[src/rtl/muldiv_unit_pkg.sv]
// Shared definitions for the integer multiply/divide unit: operation codes,
// FSM states and the default operand width.
package muldiv_unit_pkg;

   localparam int XLEN_DEF = 32;

   typedef enum logic [2:0] {
      OP_MUL    = 3'd0,
      OP_MULH   = 3'd1,
      OP_MULHSU = 3'd2,
      OP_MULHU  = 3'd3,
      OP_DIV    = 3'd4,
      OP_DIVU   = 3'd5,
      OP_REM    = 3'd6,
      OP_REMU   = 3'd7
   } mul_op_t;

   typedef enum logic [1:0] {
      IDLE = 2'd0,
      MUL  = 2'd1,
      DIV  = 2'd2,
      DONE = 2'd3
   } state_t;

endpackage

[src/rtl/muldiv_unit_if.sv]
// Request/result handshake bundle for muldiv_unit; the unit sits on the slave side.
interface muldiv_unit_if
   import muldiv_unit_pkg::*;
#(
   parameter int XLEN = XLEN_DEF
);

   logic            in_valid;
   logic            in_ready;
   mul_op_t         op;
   logic [XLEN-1:0] r1;
   logic [XLEN-1:0] r2;
   logic            kill;
   logic            out_valid;
   logic            out_ready;
   logic [XLEN-1:0] rd;

   modport master (
      output in_valid, op, r1, r2, kill, out_ready,
      input  in_ready, out_valid, rd
   );

   modport slave (
      input  in_valid, op, r1, r2, kill, out_ready,
      output in_ready, out_valid, rd
   );

endinterface

[src/rtl/muldiv_unit_div_iter.sv]
// Shared {hi,lo} accumulator and step counter: radix-2 restoring divide or
// shift-add multiply, one bit per step; also supports in-place negate and parallel load.
module div_iter
   import muldiv_unit_pkg::*;
#(
   parameter int XLEN = XLEN_DEF
) (
   input  logic              clk,
   input  logic              rst,
   input  logic              clr,
   input  logic              start,
   input  logic              mul_mode,
   input  logic              step,
   input  logic              negate,
   input  logic              load,
   input  logic [XLEN-1:0]   a,
   input  logic [XLEN-1:0]   b,
   input  logic [2*XLEN-1:0] load_val,
   output logic [XLEN-1:0]   hi,
   output logic [XLEN-1:0]   lo,
   output logic              last
);

   localparam int CW = $clog2(XLEN) + 1;

   logic [XLEN-1:0] hi_q, lo_q, b_q;
   logic [CW-1:0]   cnt_q;
   logic            mul_q;
   logic [XLEN:0]   sum, rem_sh, diff;

   // Multiply: hi accumulates the multiplicand, product shifts right through lo.
   // Divide: partial remainder in hi, dividend shifts out of lo as quotient shifts in.
   always_comb begin
      sum    = {1'b0, hi_q} + (lo_q[0] ? {1'b0, b_q} : '0);
      rem_sh = {hi_q, lo_q[XLEN-1]};
      diff   = rem_sh - {1'b0, b_q};
   end

   always_ff @(posedge clk or posedge rst) begin
      if (rst) begin
         hi_q  <= '0;
         lo_q  <= '0;
         b_q   <= '0;
         cnt_q <= '0;
         mul_q <= 1'b0;
      end else if (clr) begin
         hi_q  <= '0;
         lo_q  <= '0;
         b_q   <= '0;
         cnt_q <= '0;
         mul_q <= 1'b0;
      end else if (start) begin
         hi_q  <= '0;
         lo_q  <= a;
         b_q   <= b;
         cnt_q <= '0;
         mul_q <= mul_mode;
      end else if (load) begin
         {hi_q, lo_q} <= load_val;
      end else if (negate) begin
         {hi_q, lo_q} <= -{hi_q, lo_q};
      end else if (step) begin
         cnt_q <= cnt_q + CW'(1);
         if (mul_q) begin
            hi_q <= sum[XLEN:1];
            lo_q <= {sum[0], lo_q[XLEN-1:1]};
         end else if (!diff[XLEN]) begin
            hi_q <= diff[XLEN-1:0];
            lo_q <= {lo_q[XLEN-2:0], 1'b1};
         end else begin
            hi_q <= rem_sh[XLEN-1:0];
            lo_q <= {lo_q[XLEN-2:0], 1'b0};
         end
      end
   end

   assign hi   = hi_q;
   assign lo   = lo_q;
   assign last = (cnt_q == CW'(XLEN - 1));

endmodule

[src/rtl/muldiv_unit.sv]
// RV-style MUL/DIV unit: XLEN-step divide, XLEN(+1 sign-fix) step multiply, or 1-cycle
// multiply with MULDIV_FAST_MUL_EN; result held in DONE until out_ready, kill aborts.
module muldiv_unit
   import muldiv_unit_pkg::*;
#(
   parameter int XLEN = XLEN_DEF
) (
   input  logic         clk,
   input  logic         rst,
   muldiv_unit_if.slave bus
);

   localparam logic [XLEN-1:0] MIN_VAL = {1'b1, {(XLEN-1){1'b0}}};

   state_t          state_q, state_n;
   mul_op_t         op_q;
   logic [XLEN-1:0] spec_q;
   logic            special_q, qneg_q, rneg_q, fix_q;

   logic            op_div, sdiv, neg1, neg2, dz, ovf;
   logic [XLEN-1:0] mag1, mag2, spec_val;
   logic            iter_start, iter_step, iter_neg, iter_load, fix_set, iter_last;
   logic [XLEN-1:0] iter_hi, iter_lo, res;
   logic [2*XLEN-1:0] load_val;

   // Request decode: magnitudes for the iterative datapath and the 1-cycle special results.
   always_comb begin
      op_div = (bus.op == OP_DIV) || (bus.op == OP_DIVU) ||
               (bus.op == OP_REM) || (bus.op == OP_REMU);
      sdiv   = (bus.op == OP_DIV) || (bus.op == OP_REM);
      neg1   = (sdiv || bus.op == OP_MULH || bus.op == OP_MULHSU) && bus.r1[XLEN-1];
      neg2   = (sdiv || bus.op == OP_MULH) && bus.r2[XLEN-1];
      mag1   = neg1 ? -bus.r1 : bus.r1;
      mag2   = neg2 ? -bus.r2 : bus.r2;
      dz     = (bus.r2 == '0);
      ovf    = sdiv && (bus.r1 == MIN_VAL) && (bus.r2 == '1);
      if (dz)
         spec_val = (bus.op == OP_DIV || bus.op == OP_DIVU) ? '1 : bus.r1;
      else
         spec_val = (bus.op == OP_DIV) ? bus.r1 : '0;
   end

`ifdef MULDIV_FAST_MUL_EN
   logic [XLEN-1:0]   r1_q, r2_q;
   logic [2*XLEN-1:0] a_ext, b_ext;

   always_ff @(posedge clk or posedge rst) begin
      if (rst) begin
         r1_q <= '0;
         r2_q <= '0;
      end else if (iter_start) begin
         r1_q <= bus.r1;
         r2_q <= bus.r2;
      end
   end

   always_comb begin
      a_ext = (op_q == OP_MULH || op_q == OP_MULHSU) ? {{XLEN{r1_q[XLEN-1]}}, r1_q}
                                                     : {{XLEN{1'b0}}, r1_q};
      b_ext = (op_q == OP_MULH) ? {{XLEN{r2_q[XLEN-1]}}, r2_q} : {{XLEN{1'b0}}, r2_q};
      load_val = a_ext * b_ext;
   end
`else
   assign load_val = '0;
`endif

   always_ff @(posedge clk or posedge rst) begin
      if (rst) begin
         state_q   <= IDLE;
         op_q      <= OP_MUL;
         spec_q    <= '0;
         special_q <= 1'b0;
         qneg_q    <= 1'b0;
         rneg_q    <= 1'b0;
         fix_q     <= 1'b0;
      end else begin
         state_q <= state_n;
         fix_q   <= (state_n == MUL) && (fix_q || fix_set);
         if (iter_start) begin
            op_q      <= bus.op;
            spec_q    <= spec_val;
            special_q <= op_div && (dz || ovf);
            qneg_q    <= neg1 ^ neg2;
            rneg_q    <= sdiv && neg1;
         end
      end
   end

   always_comb begin
      state_n    = state_q;
      iter_start = 1'b0;
      iter_step  = 1'b0;
      iter_neg   = 1'b0;
      iter_load  = 1'b0;
      fix_set    = 1'b0;
      case (state_q)
         IDLE: begin
            if (bus.in_valid) begin
               iter_start = 1'b1;
               state_n    = op_div ? DIV : MUL;
            end
         end
         MUL: begin
`ifdef MULDIV_FAST_MUL_EN
            iter_load = 1'b1;
            state_n   = DONE;
`else
            if (fix_q) begin
               iter_neg = qneg_q;
               state_n  = DONE;
            end else begin
               iter_step = 1'b1;
               if (iter_last) begin
                  if (op_q == OP_MULH || op_q == OP_MULHSU)
                     fix_set = 1'b1;
                  else
                     state_n = DONE;
               end
            end
`endif
         end
         DIV: begin
            // Divide-by-zero and signed overflow skip the iteration entirely.
            if (special_q) begin
               state_n = DONE;
            end else begin
               iter_step = 1'b1;
               if (iter_last)
                  state_n = DONE;
            end
         end
         DONE: begin
            if (bus.out_ready)
               state_n = IDLE;
         end
         default: state_n = IDLE;
      endcase
      if (bus.kill) begin
         state_n    = IDLE;
         iter_start = 1'b0;
         iter_step  = 1'b0;
         iter_neg   = 1'b0;
         iter_load  = 1'b0;
         fix_set    = 1'b0;
      end
   end

   div_iter #(.XLEN(XLEN)) u_div_iter (
      .clk      (clk),
      .rst      (rst),
      .clr      (bus.kill),
      .start    (iter_start),
      .mul_mode (!op_div),
      .step     (iter_step),
      .negate   (iter_neg),
      .load     (iter_load),
      .a        (mag1),
      .b        (mag2),
      .load_val (load_val),
      .hi       (iter_hi),
      .lo       (iter_lo),
      .last     (iter_last)
   );

   always_comb begin
      res = '0;
      case (op_q)
         OP_MUL:                       res = iter_lo;
         OP_MULH, OP_MULHSU, OP_MULHU: res = iter_hi;
         OP_DIV, OP_DIVU:              res = special_q ? spec_q : (qneg_q ? -iter_lo : iter_lo);
         OP_REM, OP_REMU:              res = special_q ? spec_q : (rneg_q ? -iter_hi : iter_hi);
         default:                      res = '0;
      endcase
   end

   assign bus.in_ready  = (state_q == IDLE);
   assign bus.out_valid = (state_q == DONE);
   assign bus.rd        = (state_q == DONE) ? res : '0;

endmodule

[src/flat_wrapper.sv]
// flat-port wrapper written by rule: the top's interface ports become plain ports
module muldiv_unit_flat import muldiv_unit_pkg::*;
#(
   parameter int XLEN = XLEN_DEF
)
  (clk, rst, bus_in_valid, bus_op, bus_r1, bus_r2, bus_kill, bus_out_ready, bus_in_ready, bus_out_valid, bus_rd);
  muldiv_unit_if #(.XLEN(XLEN)) bus_i ();
  input  logic clk;
  input  logic rst;
  input wire logic [$bits(bus_i.in_valid)-1:0] bus_in_valid;
  input wire logic [$bits(bus_i.op)-1:0] bus_op;
  input wire logic [$bits(bus_i.r1)-1:0] bus_r1;
  input wire logic [$bits(bus_i.r2)-1:0] bus_r2;
  input wire logic [$bits(bus_i.kill)-1:0] bus_kill;
  input wire logic [$bits(bus_i.out_ready)-1:0] bus_out_ready;
  output wire logic [$bits(bus_i.in_ready)-1:0] bus_in_ready;
  output wire logic [$bits(bus_i.out_valid)-1:0] bus_out_valid;
  output wire logic [$bits(bus_i.rd)-1:0] bus_rd;
  assign bus_i.in_valid = bus_in_valid;
  assign bus_i.op = bus_op;
  assign bus_i.r1 = bus_r1;
  assign bus_i.r2 = bus_r2;
  assign bus_i.kill = bus_kill;
  assign bus_i.out_ready = bus_out_ready;
  assign bus_in_ready = bus_i.in_ready;
  assign bus_out_valid = bus_i.out_valid;
  assign bus_rd = bus_i.rd;
  muldiv_unit #(.XLEN(XLEN)) u_core (.clk(clk), .rst(rst), .bus(bus_i));
endmodule
[config.mk]
export PLATFORM = sky130hd
export DESIGN_NAME = muldiv_unit_flat
export DESIGN_NICKNAME = d
export VERILOG_FILES = /design/src/rtl/muldiv_unit_pkg.sv /design/src/rtl/muldiv_unit_if.sv /design/src/rtl/muldiv_unit_div_iter.sv /design/src/rtl/muldiv_unit.sv /design/src/flat_wrapper.sv
export SDC_FILE = /design/constraint.sdc
export NUM_CORES = 1
export LEC_CHECK = 0
export BUFFER_PORTS_ARGS = -buffer_cell sky130_fd_sc_hd__buf_2
export CORE_UTILIZATION = 54
export DETAILED_ROUTE_END_ITERATION = 7
export PLACE_DENSITY = 0.75
export SETUP_SLACK_MARGIN = 0.1
export SYNTH_ARGS = -nofsm -noshare
export SYNTH_HDL_FRONTEND = slang
export SYNTH_SLANG_ARGS = --single-unit
[constraint.sdc]
create_clock -name clk -period 4.8 [get_ports clk]
set_clock_uncertainty 0.1 [all_clocks]
set_input_delay 0.72 -clock clk [delete_from_list [all_inputs] [get_ports clk]]
set_output_delay 0.72 -clock clk [all_outputs]
set_load 0.02 [all_outputs]
==> metrics.txt, run 1 <==
CP dominant cell by count=or3_4; Routability Congestion=roughly 1.0; drt drc=0; worst r2r src=u_core.u_div_iter.lo[31]; full die area=30,100 um^2; first-pass GRT wire length=about 90,000 um; DRT Pass-1 Iters=6; final setup vio count=0; unrepaired setup endpoints after global routing=true; R2R setup slack=0.35 ns; worst slew pin tran=approximately 0.95 ns; area grow syn2layout=9.18%; Leakage Power=7.62 nW; worst-path fanout max=7; crit path max-delay cell type=or3_4; CP Launch Type=register; simple-gate share of the synthesized area=0.199; Main synth FF type=dfrtp_1; TritonCTS Buffers=17; syn nets=between 2k and 2.5k; Yosys top cell area share=0.227; vias in the first global route=between 15k and 20k; DP Area=16,600 um^2; Period minus WS final=between 4 and 5 ns; DIE HEIGHT=174 um; Rows=62; io pins=106; leading area contributor after synthesis=dfrtp_1; P per Cell Area=about 690 nW/um^2; Fin Setup TNS=0 ns; via/cell ratio=6.86; total track usage=0.380; vias=between 15k and 20k; CP cell instances=inv_2, ha_4, or3b_4, or3_4, or3_4, or3_4, or3_4, o31ai_4, xor2_1, a211oi_1, a21oi_1, a21oi_1, buf_4; Slew Viols, Final=0; Max VDD drop=0.000415 V; CP Buf/Inv Count=2; maximum root-to-sink buffer count=2; register area share after synthesis=0.227; CTS Hold Bufs=0; crit path DAT=3.89 ns; fmax=212 MHz; mux share of post-synthesis cell area=0.0448; CTS H-tree lvls=4; Ys Warns=0; final clock period utilization by the worst path=0.981; WL/cell=23.1 um; number of synthesized register bits=144; final wirelength=58,400 um; Required @ worst endpoint=~4.0 ns; Starting Density=0.551; Setup crit end kind=output pin; synth unique cells=85; Finished Layout Cells=around 2.5k; Worst-Skew Late Latency=0.44 ns; FF-to-FF End=u_core.u_div_iter.hi[19]; Adder-Cell Fraction of Synth Area=0.0607; xor/xnor cell area share of the yosys netlist=0.107; combinational family with the most area after synthesis=compound AO/OA/AOI/OAI gates; placed insts=2,491; IO buf count=105; # Max-Cap Violations=0; ANT nets after route=0; ys async rst share=1.00; CP delay by family, top=simple AND/OR/NAND/NOR gates; sum of net half-perimeters after detailed placement=43,200 um; Post-Synthesis Cells=2,093; largest net degree at the start of global routing=81; initial DRC count=2,534; ant diodes=0; final hold violations=0; CTS tree=yes; status=complete, no violations; Remaining Overflow, GRT=0; Largest stage delay, worst path=0.47 ns; Post-synth EDFFs=0; CTS sink cnt=144; final net count=2,276; Rel. slew slack=0.368; area fraction in compound gates after synthesis=0.295; FF-to-FF path depth=14; core area=28,900 um^2; Synth area leaders=dfrtp_1 (23%), o21ai_0 (6.3%), ha_1 (5.8%), a21oi_1 (5.6%), xor2_1 (5.6%); Tightest Hold Check Type=in2async; Die W=174 um; synthesized cell area=15,900 um^2; Reg clk slew, reported paths=0.07 ns; cell area after layout=between 15,000 and 20,000 um^2; Root Buffer=clkbuf_16; Setup CP Type=reg2out; Avg Synthesized Cell Area=about 7.6 um^2; share of cells above drive strength 1=0.153; Pwr Total=12.0 mW; initial antenna violation count=0
## cells in the final DEF (no fill, tap or decap), types with 41 or more instances in the layout
| master | n |
|---|---|
| a21oi_1 | 179 |
| o21ai_0 | 200 |
| nand2_1 | 214 |
| buf_4 | 77 |
| a211oi_1 | 54 |
| ha_1 | 73 |
| xnor2_1 | 92 |
| dfrtp_1 | 139 |
| nor2_1 | 201 |
| buf_2 | 103 |
| inv_1 | 60 |
| xor2_1 | 100 |
| o211ai_1 | 46 |
| nor3_1 | 41 |
## routing by layer
layer,routed length (um),up-vias,global-route usage,part of all wire
met5,0,-,0,0
met4,2380,0,0.155,0.041
met3,7010,202,0.0873,0.12
met2,24900,1254,0.563,0.43
met1,24000,8132,0.532,0.41
li1,-,7733,-,-
## synthesized netlist by cell type, drive strengths merged (7+ instances only)
library cell / n
a211o: 7
a211oi: 55
a21o: 21
a21oi: 179
a22o: 17
a311oi: 8
a31oi: 18
and2: 9
and3: 11
buf: 32
clkbuf: 127
dfrtp: 144
ha: 74
inv: 63
mux2: 33
mux2i: 34
nand2: 214
nand2b: 24
nand3: 31
nand4: 20
nor2: 204
nor2b: 17
nor3: 45
nor4: 23
o211a: 19
o211ai: 46
o21ai: 205
o21bai: 7
o221a: 32
o221ai: 11
o31ai: 23
o41ai: 7
or3: 35
or4: 15
xnor2: 93
xor2: 101
## report_power, final
part,leakage [nW],internal [mW],switching [mW]
logic,5.44,3.31,4.98
registers,1.90,1.62,0.716
clock network,0.285,0.782,0.573
total,7.62,5.71,6.27
## worst max path at each step
stage,cells past startpoint,end,slack (ns),startpoint
after floorplan,1,u_core.fix_q,0.11,rst
after global placement,13,bus_rd[14],0.45,u_core.u_div_iter.hi[0]
after detailed placement,13,bus_rd[14],0.40,u_core.u_div_iter.hi[0]
after CTS,13,bus_rd[14],0.01,u_core.u_div_iter.hi[0]
after global routing,13,bus_rd[14],-0.05,u_core.u_div_iter.hi[0]
final,13,bus_rd[14],0.09,u_core.u_div_iter.hi[0]
## through the flow
step                setup slack, ns  utilization  hold slack, ns
floorplan                     0.114            -           0.350
global placement              0.449        0.577           0.375
detailed placement            0.403        0.577           0.381
CTS                          0.0121        0.598           0.346
global route                -0.0462        0.602           0.379
finish                       0.0890        0.602           0.312
## kinds of logic (layout without fill, tap and decap cells)
family                   count (synthesis)  in the layout
buffers and inverters                  227            275
multiplexers                            67             67
AND/OR/NAND/NOR                        670            670
AO/OA/AOI/OAI                          715            715
flip-flops                             144            144
adder cells (fa/ha/maj)                 76             76
XOR/XNOR                               194            194
## sequential cells by signal, summed over array words and instances (netlist names)
name                     flops
u_core.fix_q                 1
u_core.state_q               2
u_core.u_div_iter.cnt_q      6
u_core.op_q                  3
u_core.u_div_iter.mul_q      1
u_core.u_div_iter.hi        32
u_core.special_q             1
u_core.u_div_iter.lo        32
u_core.spec_q               32
u_core.u_div_iter.b_q       32
u_core.qneg_q                1
u_core.rneg_q                1
## repair_timing
action / 4_1_cts / 5_1_grt
endpoints found under the setup margin: 5 / 12
buffers inserted: 0 / 2
gates resized for setup: 3 / 22
pin swaps: 0 / 11
## cell type report
class	count	area (um^2)
timing repair buffer	180	1090
clock buffer	20	447
sequential	144	3610
clock inverter	12	131
tap	384	480
multi-input combinational	1722	11400
fill	2735	11500
inverter	63	241
No activity file was read; power rests on OpenSTA's default activity.
==> run 2, diff against run 1 <==
Settings changed: PLACE_DENSITY 0.75 to 0.85.
Clock period 4.8 ns to 3.8 ns, I/O delays scaled along.
==> run 2 against run 1 <==
Against the previous run:
- sequential share of layout area decreased by 1.6 points
- critical path type unchanged
- count of clock-buffer cells in the layout fell by 1
- setup slack got worse by 0.75 ns
- the run now ends with negative setup slack left
- register-to-register slack worse by 0.20 ns
- combinational power increased by 59%
- highest routed layer unchanged
- die area unchanged
- largest power group unchanged
- cell area is 8.3% higher
- largest cell class unchanged
- flip-flop and latch count unchanged
==> metrics.txt, run 2 (synthesis results as in run 1) <==
sum of net half-perimeters after detailed placement=43,800 um (was 43,200 um); Tightest Hold Check Type=in2async (unchanged); vias=18.1k (was 17.3k); Leakage Power=8.35 nW (was 7.62 nW); via/cell ratio=6.87 (was 6.86); Root Buffer=clkbuf_16 (unchanged); first-pass GRT wire length=93,600 um (was 89,900 um); final hold violations=0 (unchanged); drt drc=0 (unchanged); DRT Pass-1 Iters=7 (was 6); commonest non-fill, non-tap cell in the layout=nand2_1 (unchanged); unrepaired setup endpoints after global routing=true (unchanged); final clock period utilization by the worst path=1.17; status=finished with violations (was complete, no violations); final setup vio count=20 (was 0); IO buf count=105 (unchanged); fmax=approximately 220 MHz; final net count=2,389 (was 2,276); worst slew pin tran=1.33 ns (was 0.946 ns); P per Cell Area=949 nW/um^2 (was 690 nW/um^2); ANT nets after route=0 (unchanged); Setup CP Type=reg2out (unchanged); Rel. slew slack=0.114 (was 0.368); core area=28,900 um^2 (unchanged); Reg clk slew, reported paths=0.07 ns (about the same); total track usage=0.391 (was 0.380); worst-path fanout max=5 (was 7); Fill cells=2,389 (was 2,735); Required @ worst endpoint=3.13 ns (was 3.98 ns); setup ws final=-0.661 ns (was 0.0890 ns); # Max-Cap Violations=0 (unchanged); Worst-Skew Late Latency=0.45 ns (was 0.44 ns); final wirelength=60,200 um (was 58,400 um); Routability Congestion=1.04 (was 1.02); vias in the first global route=17.3k (was 15.9k); CTS sink cnt=144 (unchanged); maximum root-to-sink buffer count=2 (unchanged); initial antenna violation count=0 (unchanged); Setup crit end kind=output pin (unchanged); full die area=30,100 um^2 (unchanged); Pwr Total=17.8 mW (was 12.0 mW); ant diodes=0 (unchanged); initial DRC count=2,915 (was 2,534); Slew Viols, Final=0 (unchanged); smallest hold slack=0.231 ns (was 0.312 ns); FF-to-FF path depth=14 (unchanged); crit path DAT=3.79 ns (was 3.89 ns); WL/cell=22.8 um (was 23.1 um); CTS tree=yes (unchanged); Remaining Overflow, GRT=0 (unchanged); DIE HEIGHT=174 um (unchanged); Die W=174 um (unchanged); io pins=106 (unchanged); share of cells above drive strength 1=0.224 (was 0.153); pre-CTS WS=-0.265 ns (was 0.403 ns); TritonCTS Buffers=17 (unchanged); violated checks=negative setup slack; Rows=62 (unchanged); Starting Density=0.551 (unchanged); most frequent cells in the layout=nand2_1 (205), nor2_1 (198), o21ai_0 (188) (was nand2_1 (214), nor2_1 (201), o21ai_0 (200)); Period minus WS final=4.46 ns; area grow syn2layout=18.3% (was 9.18%); CP Launch Type=register (unchanged); CTS Hold Bufs=0 (unchanged); Max VDD drop=0.000745 V (was 0.000415 V); CTS H-tree lvls=4 (unchanged); largest net degree at the start of global routing=145 (was 81)
[run 2: changes by cell type in the layout (fill, tap and decap cells not counted), sizes merged]
| cell | delta |
|---|---|
| clkbuf | -1 |
| buf | +113 |
| clkinv | -1 |
| clkinvlp | +1 |
| bufinv | +1 |
[run 2: cell type report]
| class | count | area, um^2 | area share |
|---|---|---|---|
| inverter | 63 | 244 | 0.0130 |
| tap | 384 | 480 | 0.0255 |
| clock inverter | 13 | 173 | 0.00918 |
| timing repair buffer | 293 | 2120 | 0.113 |
| multi-input combinational | 1722 | 11700 | 0.624 |
| clock buffer | 19 | 443 | 0.0236 |
| sequential | 144 | 3610 | 0.192 |
[run 2: path summary, 6_finish.rpt]
check	start	to	slack, ns
max in group asynchronous	rst	u_core.u_div_iter.hi[4]	2.71
setup reg to reg	u_core.u_div_iter.hi[1]	u_core.u_div_iter.hi[25]	0.15
hold reg to reg	u_core.spec_q[31]	u_core.spec_q[31]	0.41
min in group clk	bus_op[1]	u_core.op_q[1]	0.26
setup / recovery	u_core.u_div_iter.hi[1]	bus_rd[12]	-0.66
hold / removal	rst	u_core.spec_q[3]	0.23
[run 2: critical path: stages (launching register included)]
cell      delay (ns)
dfrtp_2         0.41
inv_2           0.08
ha_4            0.13
or3b_4          0.37
or3_4           0.34
or3_4           0.33
or3_4           0.33
or3_4           0.38
buf_4           0.17
nand2_2         0.09
xor2_1          0.10
a211oi_1        0.22
a21oi_1         0.09
a21oi_2         0.18
buf_6           0.13
[run 2: repair_timing]
action,in CTS,in global routing
pin swaps,26,42
resized for setup,75,68
setup buffers,19,10
setup endpoints to repair,46,55
[run 2: power by group]
group          switching (mW)  leakage [nW]  total (mW)  internal [mW]
clock network           0.785         0.305        1.85           1.07
logic                    7.36          6.15        13.2           5.81
registers               0.784          1.90        2.83           2.04
total                    8.93          8.35        17.8           8.92
[run 2: stage by stage]
step	cells	TNS, ns	instance area, um^2	utilization
2_1_floorplan	2093	-0.572	16000	-
3_3_place_gp	2582	-0.953	17500	0.605
3_5_place_dp	2582	-1.30	17500	0.605
4_1_cts	2633	-7.47	18500	0.640
5_1_grt	2638	-10.88	18800	0.652
6_report	2638	-8.80	18800	0.652
[run 2: metal layers]
| metal | track usage | up-vias | part of all wire |
|---|---|---|---|
| met5 | 0.00641 | - | 0 |
| met4 | 0.183 | 0 | 0.051 |
| met3 | 0.114 | 305 | 0.13 |
| met2 | 0.598 | 1440 | 0.43 |
| met1 | 0.509 | 8429 | 0.39 |
| li1 | - | 7955 | - |
